===== src/rtl/demux12_buf.sv =====
// 1-to-2 demultiplexer with a small FIFO on each output port.
// in_sel steers each accepted word to the tail of queue 0 or queue 1.
module demux12_buf #(
  parameter int WIDTH = 8,
  parameter int DEPTH = 2
) (
  input  logic             clk,
  input  logic             rst_n,
  input  logic [WIDTH-1:0] in_data,
  input  logic             in_sel,
  input  logic             in_valid,
  output logic             in_ready,
  output logic [WIDTH-1:0] out0_data,
  output logic             out0_valid,
  input  logic             out0_ready,
  output logic [WIDTH-1:0] out1_data,
  output logic             out1_valid,
  input  logic             out1_ready,
  output logic [7:0]       cnt0,
  output logic [7:0]       cnt1
);

  // DEPTH is 2 or 4, so the pointer is 1 or 2 bits wide.
  // The occupancy count needs one extra bit so that it can hold DEPTH.
  localparam int PW = (DEPTH > 2) ? 2 : 1;
  localparam int CW = PW + 1;

  typedef logic [PW-1:0] ptr_t;
  typedef logic [CW-1:0] occ_t;

  localparam ptr_t PTR_LAST = ptr_t'(DEPTH - 1);
  localparam occ_t OCC_FULL = occ_t'(DEPTH);

  function automatic ptr_t ptr_inc(input ptr_t p);
    return (p == PTR_LAST) ? '0 : p + ptr_t'(1);
  endfunction

  function automatic occ_t occ_next(input occ_t o, input logic push, input logic pop);
    occ_t r;
    r = o;
    if (push && !pop) r = o + occ_t'(1);
    if (pop && !push) r = o - occ_t'(1);
    return r;
  endfunction

  logic [WIDTH-1:0] mem0 [DEPTH];
  logic [WIDTH-1:0] mem1 [DEPTH];
  ptr_t             rd_ptr0, wr_ptr0, rd_ptr1, wr_ptr1;
  occ_t             occ0, occ1;
  logic             full0, full1;
  logic             push0, push1, pop0, pop1;

  assign full0 = (occ0 == OCC_FULL);
  assign full1 = (occ1 == OCC_FULL);

  // Readiness looks only at the selected queue's current fill. A full queue
  // stays unready even when its head leaves this cycle, which keeps in_ready
  // independent of out*_ready.
  assign in_ready = in_sel ? !full1 : !full0;

  assign push0 = in_valid && in_ready && !in_sel;
  assign push1 = in_valid && in_ready && in_sel;

  assign out0_valid = (occ0 != '0);
  assign out1_valid = (occ1 != '0);
  assign pop0       = out0_valid && out0_ready;
  assign pop1       = out1_valid && out1_ready;

  assign out0_data = mem0[rd_ptr0];
  assign out1_data = mem1[rd_ptr1];

  // Storage is not reset; the valid flags qualify the data outputs.
  always_ff @(posedge clk) begin
    if (push0) mem0[wr_ptr0] <= in_data;
    if (push1) mem1[wr_ptr1] <= in_data;
  end

  always_ff @(posedge clk or negedge rst_n) begin
    if (!rst_n) begin
      rd_ptr0 <= '0;
      wr_ptr0 <= '0;
      occ0    <= '0;
      cnt0    <= '0;
    end else begin
      if (push0) wr_ptr0 <= ptr_inc(wr_ptr0);
      if (pop0) begin
        rd_ptr0 <= ptr_inc(rd_ptr0);
        cnt0    <= cnt0 + 8'd1;
      end
      occ0 <= occ_next(occ0, push0, pop0);
    end
  end

  always_ff @(posedge clk or negedge rst_n) begin
    if (!rst_n) begin
      rd_ptr1 <= '0;
      wr_ptr1 <= '0;
      occ1    <= '0;
      cnt1    <= '0;
    end else begin
      if (push1) wr_ptr1 <= ptr_inc(wr_ptr1);
      if (pop1) begin
        rd_ptr1 <= ptr_inc(rd_ptr1);
        cnt1    <= cnt1 + 8'd1;
      end
      occ1 <= occ_next(occ1, push1, pop1);
    end
  end

endmodule


===== config.mk =====
export PLATFORM = sky130hd
export DESIGN_NAME = demux12_buf
export DESIGN_NICKNAME = d
export VERILOG_FILES = /design/src/rtl/demux12_buf.sv
export SDC_FILE = /design/constraint.sdc
export NUM_CORES = 1
export LEC_CHECK = 0
export BUFFER_PORTS_ARGS = -buffer_cell sky130_fd_sc_hd__buf_2
export CAP_MARGIN = 20
export CORE_UTILIZATION = 57
export CTS_CLUSTER_DIAMETER = 150
export DETAILED_ROUTE_END_ITERATION = 12
export GPL_TIMING_DRIVEN = 0
export HOLD_SLACK_MARGIN = 0.03
export PLACE_DENSITY = 0.81
export REMOVE_ABC_BUFFERS = 1
export SLEW_MARGIN = 30
export SYNTH_ARGS = -nofsm -noshare
export SYNTH_HDL_FRONTEND = slang
export SYNTH_SLANG_ARGS = --single-unit

===== constraint.sdc =====
create_clock -name clk -period 4.6 [get_ports clk]
set_input_delay 0.69 -clock clk [delete_from_list [all_inputs] [get_ports clk]]
set_output_delay 0.69 -clock clk [all_outputs]
set_load 0.01 [all_outputs]

Word level (Yosys, flattened, before mapping) --
Memories as Yosys holds them, arrays and structs flattened. Index checks and enable logic that the tools add are counted.
Storage, ports and cells: word-level logic and storage cells 55, memory bits (writable) 32, memories kept 2, output and inout port bits 35, bits of input ports 14, register bits after elaboration 24
Cells by class: muxes and demuxes 13, equality and inequality tests 2, $add $sub $neg 10, reduce and logical (&&, ||, !) cells 20
Memories:
- mem0 | depth 2, bits a word 8, read ports 1, clocked after memory_dff 0, wr ports 1, RTL line 46 | logic [WIDTH-1:0] mem0 [DEPTH];
- mem1 | depth 2, bits a word 8, read ports 1, clocked after memory_dff 0, wr ports 1, RTL line 47 | logic [WIDTH-1:0] mem1 [DEPTH];
Operator list (number):
- $add 8x1->8 const B | 2
- $logic_and 1x1->1 | 9
- $mux 1 | 9
- $mux 2 | 4
- $reduce_bool 2->1 | 4
- $logic_not 1->1 | 7
- $add 1x1->1 const B | 4
- $add 2x1->2 const B | 2
- $eq 2x2->1 const B | 2
- $sub 2x1->2 const B | 2

Depth between registers and ports, before layout --
word-level depth 8, mapped depth 6

Worst setup path after synthesis --
Ideal clock, no wire load.
path kind input-to-output, start point input port in_sel, end point output port in_ready, path slack 2.885 ns, arrival 1.025 ns, required time 3.910 ns, stages 1, path through mux2_2
On the way: longest elaborated chain between the ends 1
Ends and longest elaborated chain:
- from (decl) | RTL line 10 | input logic in_sel,
- $mux 1 | RTL line 59 | assign in_ready = in_sel ? !full1 : !full0;
- to (decl) | RTL line 12 | output logic in_ready,
Every way passes these cells.

Final worst setup path --
start point register rd_ptr1, end point output port out1_data[6]
On the way: longest elaborated chain between the ends 1
Ends and longest elaborated chain:
- from (decl) | RTL line 48 | ptr_t rd_ptr0, wr_ptr0, rd_ptr1, wr_ptr1;
- from (signal assigned) | RTL line 103 | rd_ptr1 <= ptr_inc(rd_ptr1);
- $mem_v2 2x8
- to (decl) | RTL line 16 | output logic [WIDTH-1:0] out1_data,
Every way passes these cells.

==> impl_metrics.ini <==
[yosys]
synthCells = 147
synth.top_cells.by_area = edfxtp_1, dfrtp_1, mux2_2
ys_seq_area_frac = 0.683
avgSynthCellArea_um2 = 15.6
yosys_register_bits = 56
synth.cell_area_um2 = 2290
yosys.area.top_type = edfxtp_1
yosysWarnings = 0
yosysTopAreaCellShare = 0.420
synth.distinct_cells = 21

[global_route]
overflow = 0
grt_max_degree = 25
grt_usage = 0.195
antenna_found_initial = 0
grt_pass1_vias = 1281
grt_pass1_wl_um = 5960

[critical_path]
path_cells = mux2_2 > buf_2
cp.required_ns = 3.91
cp.buffers_inverters = 1
crit_path_start_kind = flop
cp_slowest_cell = dfrtp_1
crit_family = flip-flops
endpoint_kind = primary output
worstPathMaxFanout = 9
arrival_ns = 1.42
max_stage_delay_ns = 0.58
path_class = flop to primary output

[route]
totalWireLength_um = 3700
drt_iter0_drc = 39
dr.pass1.iters = 4
routedWlPerCell_um = 14.9
num_vias = 1303
ant_nets = 0
drc_errors = 0
viasPerCell = 5.23

[timing]
rsz0062_at_grt = no
fin_hold_ws_ns = 0.361
maxSlewHeadroom = 0.539
report.final.slew_viol_count = 0
setup_viol = 0
max_freq_ghz = 0.474
fin_crit_sh = 0.458
setup-tns-final_ns = 0
period_minus_slack_ns = 2.11
tightest_slew_ns = 0.689
fin_skew_ns = 0.00375
hold_viol = 0

[floorplan]
start_util = 0.611
die_y_um = 65.3
die_w_um = 65.3
core_area_um2 = 3740
io_pins = 49
die_area_um2 = 4270
core.rowCount = 22

[power_and_ir_drop]
power.leakage_nw = 1.12
swShare = 0.349
irDropWorstVdd_v = 0.000435
p_switching_uw = 553
p_int_mw = 1.03
power_density_nw_per_um2 = 594
clockPowerShare = 0.164
power_frac_comb = 0.326
seqPwrFrac = 0.509

[cts]
clock_path_buffers = 2
cts_tree = built
numCtsBuffers = 5
cts_resized = 0
cts_setup_buffers = 0
cts_root_buffer = clkbuf_8
clk_latency_ns = 0.30
clk_pin_slew_ns = 0.09
cts-htree-levels = 2
hold_buffers = 0
cts_sinks = 56

[placed_design]
hpwl_um = 2740
routabilityCongestion = 0.750
port_buffers = 48
dp_cells = 241

[layout]
ff_latch_area_um2 = 1560
final_cells = 249
fill_cells = 255
multi_input_area_um2 = 698
drive_above_1_share = 0.423
final_util = 0.713
nets = 218
diodes = 0
area_delta_synth_final_pct = 16.7

[min_path]
hp-class = primary input to asynchronous set/reset pin

[job]
cap_violations = 0

[status]
status = finished clean
## per-layer routing
layer  routed length, um  track usage  part of all wire  up-vias
met3                 180       0.0503             0.049        8
met5                   0            0                 0        -
met2                1960        0.334              0.53       34
met4                  70       0.0788             0.019        0
li1                    -            -                 -      625
met1                1490        0.233              0.40      636
## cells by family after synthesis
group / share of synthesized area
DFF: 0.683
and+or+nand+nor: 0.0935
xor gates and xnor gates: 0.0919
muxes: 0.0837
buffers and inverters: 0.0120
adders and majority gates: 0.0219
AOI/OAI and AO/OA: 0.0142
## power by group through the flow
| stage | Combinational (mW) | Clock [mW] | Sequential (mW) |
|---|---|---|---|
| floorplan | 0.326 | 0 | 0.815 |
| global placement | 0.498 | 0 | 0.802 |
| detailed placement | 0.521 | 0 | 0.818 |
| CTS | 0.527 | 0.267 | 0.808 |
| global route | 0.572 | 0.288 | 0.827 |
| finish | 0.517 | 0.261 | 0.807 |
## area by class of cell
type / instances / share of cell area
timing repair buffer: 48 / 0.0900
multi-input combinational: 85 / 0.261
clock buffer: 5 / 0.0258
sequential: 56 / 0.585
clock inverter: 3 / 0.00890
inverter: 4 / 0.00656
tap: 48 / 0.0225
## synthesized netlist by cell type, drive strengths merged
master,instances
nor2,8
nor3,4
nand3b,1
nand4,6
buf,2
nand2,10
ha,4
xnor2,16
or2,2
inv,4
and3,2
dfrtp,24
nand2b,2
nand3,3
edfxtp,32
xor2,8
mux2,17
o21ai,2
## per-stage QoR
step                setup slack, ns  area [um^2]  total power [mW]
floorplan                      2.88         2280              1.14
global placement               2.66         2580              1.30
detailed placement             2.58         2580              1.34
CTS                            2.47         2670              1.60
global route                   2.41         2670              1.69
finish                         2.49         2670              1.58
## worst paths after layout
check | start | endpoint | slack (ns) | depth (start not counted)
max | rd_ptr1 | out1_data[6] | 2.49 | 2
min | rst_n | wr_ptr1 | 0.36 | 1
max reg2reg | occ0[0] | mem0[0][1] | 2.90 | 3
min reg2reg | cnt0[7] | cnt0[7] | 0.47 | 1
max in group asynchronous | rst_n | cnt1[5] | 3.88 | 1
min in group clk | cnt0[7] | cnt0[7] | 0.47 | 1
## flip-flops by register name (all words and copies together) (netlist names)
name / count
wr_ptr1: 1
mem1: 16
rd_ptr0: 1
occ0: 2
wr_ptr0: 1
rd_ptr1: 1
mem0: 16
occ1: 2
cnt0: 8
cnt1: 8
## layout by cell type, fill, tap and decap left out
| master | instances |
|---|---|
| buf_2 | 48 |
| edfxtp_1 | 32 |
| dfrtp_1 | 24 |
| mux2_2 | 17 |
| xnor2_1 | 16 |
| nand2_1 | 10 |
| nor2_1 | 8 |
| xor2_1 | 8 |
| nand4_1 | 6 |
| clkbuf_8 | 5 |
| nor3_2 | 4 |
| ha_1 | 4 |
| o21ai_4 | 2 |
| nand2b_1 | 2 |
| inv_1 | 2 |
| or2_2 | 2 |
| nand3_1 | 2 |
| and3_1 | 2 |
| clkinvlp_4 | 2 |
| inv_4 | 1 |
| nand3_2 | 1 |
| inv_2 | 1 |
| nand3b_2 | 1 |
| clkinv_4 | 1 |
Power figures use the tool's default switching activity.
